**config.mk**
```make
export PLATFORM = sky130hd
export DESIGN_NAME = clk_gate_ctrl
export DESIGN_NICKNAME = d
export VERILOG_FILES = /design/src/rtl/clk_gate_pkg.sv /design/src/rtl/clk_gate_cnt.sv /design/src/rtl/clk_gate_ctrl.sv
export SDC_FILE = /design/constraint.sdc
export NUM_CORES = 1
export LEC_CHECK = 0
export ABC_AREA = 1
export BUFFER_PORTS_ARGS = -buffer_cell sky130_fd_sc_hd__clkbuf_2
export CORE_MARGIN = 2
export CORE_UTILIZATION = 54
export CTS_CLUSTER_SIZE = 8
export DETAILED_ROUTE_END_ITERATION = 16
export GPL_TIMING_DRIVEN = 1
export PLACE_DENSITY = 0.95
export SLEW_MARGIN = 10
export SYNTH_ARGS = -nofsm -noshare
export SYNTH_HDL_FRONTEND = slang
export SYNTH_SLANG_ARGS = --single-unit
```
**constraint.sdc**
```tcl
create_clock -name clk -period 3.37 [get_ports clk]
set_input_delay 0.337 -clock clk [delete_from_list [all_inputs] [get_ports clk]]
set_output_delay 0.337 -clock clk [all_outputs]
set_load 0.05 [all_outputs]
```
**src/rtl/clk_gate_pkg.sv**
```systemverilog
// Shared types and widths for the clk_gate_ctrl clock-enable controller.
// Optional wake statistics are enabled with the CLK_GATE_WAKE_STAT_EN macro.
package clk_gate_pkg;

  typedef enum logic [1:0] {
    ST_OFF  = 2'd0,
    ST_WAKE = 2'd1,
    ST_ON   = 2'd2,
    ST_IDLE = 2'd3
  } state_e;

  localparam int unsigned WAKE_CNT_W = 4;
  localparam int unsigned IDLE_CNT_W = 8;
  localparam int unsigned STAT_W     = 16;

  // One counter serves both phases, so it is sized for the longer one.
  localparam int unsigned PHASE_CNT_W = (IDLE_CNT_W > WAKE_CNT_W) ? IDLE_CNT_W : WAKE_CNT_W;

  // A phase of N cycles is timed by counting N-1 down to zero.
  function automatic logic [PHASE_CNT_W-1:0] phase_preload(input int unsigned cycles);
    if (cycles == 0) begin
      return '0;
    end
    return PHASE_CNT_W'(cycles - 1);
  endfunction

endpackage

```
**src/rtl/clk_gate_cnt.sv**
```systemverilog
// Loadable down-counter with a zero flag; times the WAKE and IDLE phases.
// Decrement stops at zero so a stale dec request can never wrap.
module clk_gate_cnt #(
  parameter int unsigned W = 8
) (
  input  logic         clk,
  input  logic         rst,
  input  logic         load,
  input  logic [W-1:0] load_val,
  input  logic         dec,
  output logic         zero
);

  logic [W-1:0] cnt_q;

  // NOTE: sequential state is updated with non-blocking assignments only, so
  // every flop samples the pre-edge values regardless of block ordering.
  always_ff @(posedge clk) begin
    if (rst) begin
      cnt_q <= '0;
    end else if (load) begin
      cnt_q <= load_val;
    end else if (dec && (cnt_q != '0)) begin
      cnt_q <= cnt_q - W'(1);
    end
  end

  assign zero = (cnt_q == '0);

endmodule

```
**src/rtl/clk_gate_ctrl.sv**
```systemverilog
// Clock-enable controller sharing one gated clock branch between N_REQ requesters.
// Define CLK_GATE_WAKE_STAT_EN to add the saturating wake_cnt statistic.
module clk_gate_ctrl
  import clk_gate_pkg::*;
#(
  parameter int unsigned N_REQ       = 2,
  parameter int unsigned WAKE_CYCLES = 2,
  parameter int unsigned IDLE_CYCLES = 3,
  parameter bit          BYPASS      = 1'b0
) (
  input  logic              clk,
  input  logic              rst,
  input  logic [N_REQ-1:0]  req,
  input  logic              force_on,
  output logic [N_REQ-1:0]  ack,
  output logic              clk_en,
  output logic              busy,
  output logic [STAT_W-1:0] wake_cnt
);

  localparam logic [1:0] S_OFF  = ST_OFF;
  localparam logic [1:0] S_WAKE = ST_WAKE;
  localparam logic [1:0] S_ON   = ST_ON;
  localparam logic [1:0] S_IDLE = ST_IDLE;

  localparam logic [1:0] S_RESET = BYPASS ? S_ON : S_OFF;

  logic [1:0]             state_q;
  logic [1:0]             state_d;
  logic [N_REQ-1:0]       ack_q;
  logic                   any;
  logic                   cnt_load;
  logic                   cnt_dec;
  logic                   cnt_zero;
  logic [PHASE_CNT_W-1:0] cnt_val;

  assign any = (|req) | force_on;

  // NOTE: every signal written here gets a default first, so no path through
  // the case can leave it unassigned and infer a latch.
  always_comb begin
    state_d  = state_q;
    cnt_load = 1'b0;
    cnt_dec  = 1'b0;
    cnt_val  = '0;
    case (state_q)
      S_OFF: begin
        if (any) begin
          if (WAKE_CYCLES != 0) begin
            state_d  = S_WAKE;
            cnt_load = 1'b1;
            cnt_val  = phase_preload(WAKE_CYCLES);
          end else begin
            state_d = S_ON;
          end
        end
      end
      S_WAKE: begin
        // Requests dropped mid-wake are ignored; the wake always completes.
        if (cnt_zero) begin
          state_d = S_ON;
        end else begin
          cnt_dec = 1'b1;
        end
      end
      S_ON: begin
        if (!any) begin
          if (IDLE_CYCLES != 0) begin
            state_d  = S_IDLE;
            cnt_load = 1'b1;
            cnt_val  = phase_preload(IDLE_CYCLES);
          end else begin
            state_d = S_OFF;
          end
        end
      end
      S_IDLE: begin
        // A request on the same edge the hold expires wins over shutting off.
        if (any) begin
          state_d = S_ON;
        end else if (cnt_zero) begin
          state_d = S_OFF;
        end else begin
          cnt_dec = 1'b1;
        end
      end
      default: begin
        state_d = S_OFF;
      end
    endcase

    if (BYPASS) begin
      state_d  = S_ON;
      cnt_load = 1'b0;
      cnt_dec  = 1'b0;
    end
  end

  clk_gate_cnt #(
    .W (PHASE_CNT_W)
  ) u_phase_cnt (
    .clk      (clk),
    .rst      (rst),
    .load     (cnt_load),
    .load_val (cnt_val),
    .dec      (cnt_dec),
    .zero     (cnt_zero)
  );

  // ack is granted only for an edge that starts and ends in ON, so the branch
  // has been running for the whole cycle before any requester sees its grant.
  always_ff @(posedge clk) begin
    if (rst) begin
      state_q <= S_RESET;
      ack_q   <= '0;
    end else begin
      state_q <= state_d;
      ack_q   <= ((state_q == S_ON) && (state_d == S_ON)) ? req : '0;
    end
  end

  assign ack    = ack_q;
  assign clk_en = BYPASS ? 1'b1 : (state_q != S_OFF);
  assign busy   = BYPASS ? 1'b1 : (state_q != S_OFF);

`ifdef CLK_GATE_WAKE_STAT_EN
  logic [STAT_W-1:0] wake_cnt_q;
  logic              wake_evt;

  assign wake_evt = (state_q == S_OFF) && (state_d != S_OFF);

  always_ff @(posedge clk) begin
    if (rst) begin
      wake_cnt_q <= '0;
    end else if (wake_evt && (wake_cnt_q != '1)) begin
      wake_cnt_q <= wake_cnt_q + STAT_W'(1);
    end
  end

  assign wake_cnt = wake_cnt_q;
`else
  assign wake_cnt = '0;
`endif

endmodule

```
Yosys cells after proc, flatten, opt, wreduce, memory -nomap -nowiden --
Cells that the tools add are included.
Word-level totals: input bits 5, register bits 12, output and inout bits 20, logic and storage cells 36
Operators by class: equality and inequality tests 4, mux-type cells 17, $add $sub $neg 1, bitwise operators 2, reduce and logical (&&, ||, !) cells 9
Operators by type and width (number):
- 8-bit two-way mux | 2
- 2-bit two-way mux | 6
- 8-bit logical NOT | 1
- 2-bit one-hot mux with 4 select lines | 1
- 8-bit nonzero test | 1
- 8-bit by 1-bit subtractor with 8-bit output (second input constant) | 1
- 2-bit equality test (second input constant) | 3
- 1-bit two-way mux | 5
- 1-bit one-hot mux with 2 select lines | 2
- 2-bit one-hot mux with 2 select lines | 1
- 2-bit nonzero test | 2
- 2-bit OR reduction | 2
- 2-bit by 1-bit equality test with 1-bit output (second input constant) | 1
- 1-bit logical AND | 2
- 2-bit logical NOT | 1
- 1-bit NOT | 1
- 1-bit OR | 1

Longest topological paths before layout --
Gate-level depths: netlist (run 1).
word-level depth 8, depth in mapped cells 9, depth with buffers taken out 8

Hierarchy --
A second synthesis (run 1) with hierarchy kept.
Unflattened totals: cells, all modules 152, area total of the unflattened synthesis 932.1 um^2
Modules (own cells, without submodules):
- clk_gate_cnt | seq. area each 160.2 um^2, times used 1, area each 600.6 um^2, cells an instance 104
- clk_gate_ctrl | seq. area each 80.1 um^2, times used 1, area each 331.6 um^2, cells an instance 48

Least setup slack after synthesis (run 1) --
OpenSTA, ideal clock, no wires.
path type flip-flop to output port, from reg state_q[0], to out clk_en, cell stages (with the launch flop) 4, arrival 1.118 ns, buffers on the path 1, data required time 3.033 ns, path slack 1.915 ns, cell sequence dfxtp_1 nor2_1 inv_1 buf_4
On the way: cells in the longest elaborated chain, start to end 1
RTL lines:
- start, declared | line clk_gate_ctrl.sv:28 | logic [1:0] state_q;
- start signal, assigned | line clk_gate_ctrl.sv:117 | state_q <= state_d;
- 2-bit nonzero test
- end, declared | line clk_gate_ctrl.sv:16 | output logic clk_en,
Every way passes these cells.

Worst setup path after layout (run 1) --
from reg state_q[0], to out busy
On the way: cells in the longest elaborated chain, start to end 1
RTL lines:
- 2-bit nonzero test | line clk_gate_ctrl.sv:124 | assign busy = BYPASS ? 1'b1 : (state_q != S_OFF);
- end, declared | line clk_gate_ctrl.sv:17 | output logic busy,
Every way passes these cells.

==> results of run 1 <==
[state kept, by name, summed over array words and instances, names as in the netlist]
signal             flops
u_phase_cnt.cnt_q      8
ack                    2
state_q                2
[cells in the final DEF (no fill, tap or decap)]
cell type   n
inv_1      15
conb_1     16
clkbuf_4    3
and2_1      1
ha_1        1
nor3_1      3
inv_4       1
o21ai_2     1
nand3_1    15
a21oi_2     1
nor2_4      4
nor2_2      1
nand2_2     3
nand4_1     2
clkbuf_2    8
nand2_1    20
o21ai_0     2
nand3_2     1
a21oi_1     8
nand2_4     2
dfxtp_1    12
inv_2       1
nor2_1     11
a21boi_1    1
[through the flow]
step	instance area (um2)	cells
after floorplan	918	141
after global placement	842	146
after detailed placement	842	146
after CTS	865	149
after global routing	865	149
final	865	149
[per-layer routing]
| metal | GRT usage | vias to the layer above |
|---|---|---|
| li1 | - | 383 |
| met1 | 0.211 | 314 |
| met2 | 0.353 | 34 |
| met3 | 0.0375 | 5 |
| met4 | 0.109 | 0 |
| met5 | 0 | - |
[kinds of logic after synthesis]
family                   share of synthesized area
other                                      0.00435
AO/OA/AOI/OAI                               0.0871
flip-flops                                   0.279
buffers and inverters                        0.235
adder cells (fa/ha/maj)                     0.0145
AND/OR/NAND/NOR                              0.380
[path summary, 6_finish.rpt]
check | startpoint | endpoint | slack (ns) | depth (start not counted)
max | state_q[0] | busy | 1.80 | 3
min | req[0] | ack[0] | 0.26 | 3
max reg2reg | u_phase_cnt.cnt_q[0] | u_phase_cnt.cnt_q[2] | 1.90 | 7
min reg2reg | u_phase_cnt.cnt_q[7] | u_phase_cnt.cnt_q[7] | 0.46 | 2
[cell type report]
cell class / count / area [um2]
clock buffers: 3 / 22.5
repair buffers: 8 / 40.0
fillers: 148 / 642
inverters: 17 / 66.3
well taps: 16 / 20.0
flip-flops and latches: 12 / 240
multi-input cells: 93 / 475
[report_power, final]
part | switching [mW] | internal, mW | total, mW
Combinational | 0.399 | 0.166 | 0.565
Sequential | 0.0418 | 0.177 | 0.219
Clock | 0.0517 | 0.0415 | 0.0933
Total | 0.493 | 0.385 | 0.878
[tightest hold or removal path: stages]
cell and delay [ns]:
clkbuf_2 0.09, nand2_1 0.05, inv_1 0.04
==> results.md, run 1 <==
- Via count: 736
- Synthesis-stage register bit count: 12
- DR WL met3: 111 um
- Rows: 14
- Highest Clock Rate: 637 MHz
- Delay-heaviest family, CP: flip-flops
- Synthesized area: 862 um2
- N_diodes: 0
- Layout area overhead: 0.290%
- Peak supply drop: 0.663 mV
- Initial Util: 0.572
- Leakage: 0.441 nW
- Post-CTS Repair Setup Buffers: 0
- Top-count cell post-synth: nand2_1
- Tcrit/Tclk final: 0.466
- Ports: 25
- Vias/cell: 4.94
- CP max stage cell: dfxtp_1
- Root Buffer: clkbuf_4
- EDFF count, synth: 0
- Minimum clock period: 1.57 ns
- Layout cells sized above 1: 0.195
- Min-delay worst type: in -> reg
- CP Class: reg -> out
- Slew Limit Fails: 0
- CTS tree: done
- Hold slack: 0.261 ns
- # setup viols final: 0
- Gates resized, CTS repair: 0
- Power Total: 0.878 mW
- CP Max Fanout: 7
- CP required: 3.03 ns
- Yosys top cell area share: 0.279
- Global-route wire length before repair: 2.69 mm
- Total grt overflow: 0
- Nets@finish: 141
- Largest net degree at the start of global routing: 10
- Die Y-Extent: 44.0 um
- Detailed-route wire length per cell: 10.6 um
- Ys async rst share: 0
- ANT nets after route: 0
- Post-synth top flop: dfxtp_1
- Overall routing resource usage: 0.196
- WP buf/inv: 2
- Total Die Area: 0.00193 mm2
- Clock Path Buffers: 2
- Routed WL: 1.58 mm
- Yosys cell types: 25
- Setup tns final: 0 ns
- Ranking of synthesized cells by area: dfxtp_1 (28%), buf_4 (15%), nand2_1 (8.7%)
- Clk Latency, worst-skew pair: 0.28 ns
- Cts hold-fix bufs: 0
- Met2 wire len: 830 um
- Routability-driven placement congestion ratio: 0.865
- CTS sink cnt: 12
- Initial antenna violation count: 0
- Maximum capacitance violations: 0
- Iteration-0 DRC Markers: 10
- Post-route DRC violation count: 0
- Final core utilization: 0.574
- CP endpoint kind: output pin
- Seq/Total Area, Yosys: 0.279
- Status: finished, final reports clean
- Final Skew: 0.00811 ns
- Most area-hungry cell type in the Yosys netlist: dfxtp_1
- Worst Slack Setup Final: 1.80 ns
- Critical-path cell list: nor2_1 > inv_1 > clkbuf_2
- Mapped Cells: 126
- RSZ-0062 raised after global routing: no
- Drt first pass iters: 4
- M1 WL: 603 um
- DR top layer: met4
- Hold Vio Cnt, Final: 0
- Clock transition at path regs: 0.08 ns
- Pwr dens: 1020 mW/mm2
- Max H-tree Level: 1
- Critical Path Max Stage Delay: 0.47 ns
- Post-DP HPWL: 1.22 mm
- CORE AREA: 0.00151 mm2
- Syn_area_per_cell: 6.84 um2
- CP arrival: 1.23 ns
- Synth Warn #: 0
- DIE WIDTH: 44.0 um
- DP Worst Slack: 1.90 ns
- Vias in the first global route: 654
- PortBufs: 8
- Startpoint Class: flip-flop
- Most frequent cells after synthesis: nand2_1 (20), buf_4 (17), inv_1 (15), nand3_1 (15), dfxtp_1 (12)
- TritonCTS buffer count: 3
Power figures use the tool's default switching activity.
==> run 2, diff against run 1 <==
--- a/config.mk
+++ b/config.mk
@@ -7,12 +7,13 @@
 export LEC_CHECK = 0
 export ABC_AREA = 1
 export BUFFER_PORTS_ARGS = -buffer_cell sky130_fd_sc_hd__clkbuf_2
+export CORE_ASPECT_RATIO = 0.75
 export CORE_MARGIN = 2
-export CORE_UTILIZATION = 54
+export CORE_UTILIZATION = 45
 export CTS_CLUSTER_SIZE = 8
 export DETAILED_ROUTE_END_ITERATION = 16
 export GPL_TIMING_DRIVEN = 1
-export PLACE_DENSITY = 0.95
+export PLACE_DENSITY = 0.86
 export SLEW_MARGIN = 10
 export SYNTH_ARGS = -nofsm -noshare
 export SYNTH_HDL_FRONTEND = slang
==> constraint.sdc (replaced) <==
create_clock -name clk -period 1.4 [get_ports clk]
set_input_delay 0.14 -clock clk [delete_from_list [all_inputs] [get_ports clk]]
set_output_delay 0.14 -clock clk [all_outputs]
set_load 0.05 [all_outputs]
==> run 2 against run 1 <==
Compared with the run above: largest power group unchanged; sequential cell count did not move; cell area is 5.6% higher; sequential power is 150% higher; power rose to 2.6 times the previous value; clock power increased to 3.0 times the previous value; critical path type unchanged; wire length increased by 12%; worst setup slack lost 1.8 ns.
==> results.md, run 2 (synthesis gave the netlist of run 1 again) <==
- Status: finished, final reports clean
- Via count: 789 (+7.2%)
- Vias/cell: 4.99 (+1.1%)
- Pwr dens: 2500 mW/mm2 (+150%)
- CP Class: reg -> out
- Die Y-Extent: 41.9 um (-4.7%)
- Startpoint Class: flip-flop
- Max reg flops: 8 (unchanged)
- CP endpoint kind: output pin
- Largest net degree at the start of global routing: 10 (unchanged)
- Leakage: 0.459 nW (+3.9%)
- Clock Path Buffers: 2 (unchanged)
- Root Buffer: clkbuf_4
- Max H-tree Level: 1 (unchanged)
- Iteration-0 DRC Markers: 33 (+23)
- # setup viols final: 0 (unchanged)
- CTS sink cnt: 12 (unchanged)
- Routability-driven placement congestion ratio: 0.892 (+3.2%)
- Detailed-route wire length per cell: 11.2 um (+5.4%)
- Post-Place Cells: 153 (+4.8%)
- Initial antenna violation count: 0 (unchanged)
- Global-route wire length before repair: 2.70 mm (+0.22%)
- Fin cells: 158 (+6.0%)
- Peak supply drop: 1.19 mV (+79%)
- Vias in the first global route: 631 (-3.5%)
- Power Total: 2.29 mW (+160%)
- CP Max Fanout: 4 (-3)
- Hold slack: 0.0853 ns (-0.176 ns)
- Maximum capacitance violations: 0 (unchanged)
- Layout cells sized above 1: 0.250 (+0.0545)
- Reg with most FFs: u_phase_cnt.cnt_q
- ANT nets after route: 0 (unchanged)
- Initial Util: 0.486 (-0.0860)
- Nets@finish: 143 (+1.4%)
- Layout area overhead: 5.95%
- CTS tree: done
- Highest Clock Rate: 739 MHz
- Commonest non-fill, non-tap cell in the layout: nand2_1
- TritonCTS buffer count: 3 (unchanged)
- Slew Limit Fails: 0 (unchanged)
- Drt first pass iters: 4 (unchanged)
- DP Worst Slack: 0.00890 ns (-1.89 ns)
- Clk Latency, worst-skew pair: 0.28 ns (about the same)
- Setup slack, reg-to-reg: 0.07 ns (-1.83 ns)
- Cts hold-fix bufs: 0 (unchanged)
- Hold Vio Cnt, Final: 0 (unchanged)
- CP arrival: 1.21 ns (-0.02 ns)
- Commonest non-fill, non-tap cells in the layout: nand2_1 (20), conb_1 (16), inv_1 (14), nand3_1 (14)
- Tcrit/Tclk final: 0.967
- N_diodes: 0 (unchanged)
- Filler instances: 171 (+16%)
- Minimum clock period: 1.35 ns
- Routed WL: 1.77 mm (+12%)
- Clock transition at path regs: 0.09 ns (about the same)
- DIE WIDTH: 54.5 um (+24%)
- Post-route DRC violation count: 0 (unchanged)
- Rows: 13 (-1)
- CORE AREA: 0.00177 mm2 (+18%)
- Post-DP HPWL: 1.33 mm (+8.6%)
- Post-CTS Repair Setup Buffers: 0 (unchanged)
- Finished Cell Area: 913 um2 (+5.6%)
- Total Die Area: 0.00229 mm2 (+18%)
- Total grt overflow: 0 (unchanged)
- Min-delay worst type: in -> reg
- CP required: 1.26 ns (-1.77 ns)
- Cell Area, Placed: 857 um2 (+1.8%)
- Ports: 25 (unchanged)
- Worst Slack Setup Final: 0.0460 ns (-1.75 ns)
- Final Skew: 0.0118 ns (+0.00371 ns)
- Overall routing resource usage: 0.168 (-0.0276)
- PortBufs: 8 (unchanged)
[run 2: power by group]
group          internal [mW]  leakage [nW]  switching [mW]
Sequential             0.430        0.0980           0.111
Combinational          0.437         0.340            1.02
Clock                  0.158        0.0210           0.126
[run 2: layout make-up]
class | count | area [um2] | share of cell area
Sequential cell | 12 | 241 | 0.264
Timing Repair Buffer | 9 | 47.5 | 0.0521
Clock buffer | 4 | 36.3 | 0.0397
Multi-Input combinational cell | 94 | 494 | 0.541
Tap cell | 22 | 27.5 | 0.0301
Inverter | 17 | 66.3 | 0.0726
[run 2: through the flow]
step / setup TNS, ns / util
floorplan: 0 / -
global placement: 0 / 0.483
detailed placement: 0 / 0.483
CTS: 0 / 0.504
global route: -0.0128 / 0.515
finish: 0 / 0.515
[run 2: worst paths after layout]
check / startpoint / endpoint / cells past startpoint
max: state_q[1] / busy / 3
max reg2reg: u_phase_cnt.cnt_q[0] / u_phase_cnt.cnt_q[3] / 7
min reg2reg: u_phase_cnt.cnt_q[7] / u_phase_cnt.cnt_q[7] / 2
min: req[0] / ack[0] / 3
[run 2: timing repair]
action / 4_1_cts / 5_1_grt
pin swaps: 1 / 2
gates cloned: 0 / 1
setup endpoints to repair: 5 / 11
gates resized for setup: 0 / 6
[run 2: critical path: stages (launching register included)]
cell and delay [ns]:
dfxtp_1 0.47, nor2_1 0.12, inv_1 0.08, clkbuf_2 0.27
[run 2: routing by layer]
metal	vias up	wire, um	GRT usage
li1	386	-	-
met1	350	732	0.207
met2	47	825	0.253
met3	6	164	0.0647
met4	0	46	0.0800
met5	-	0	0
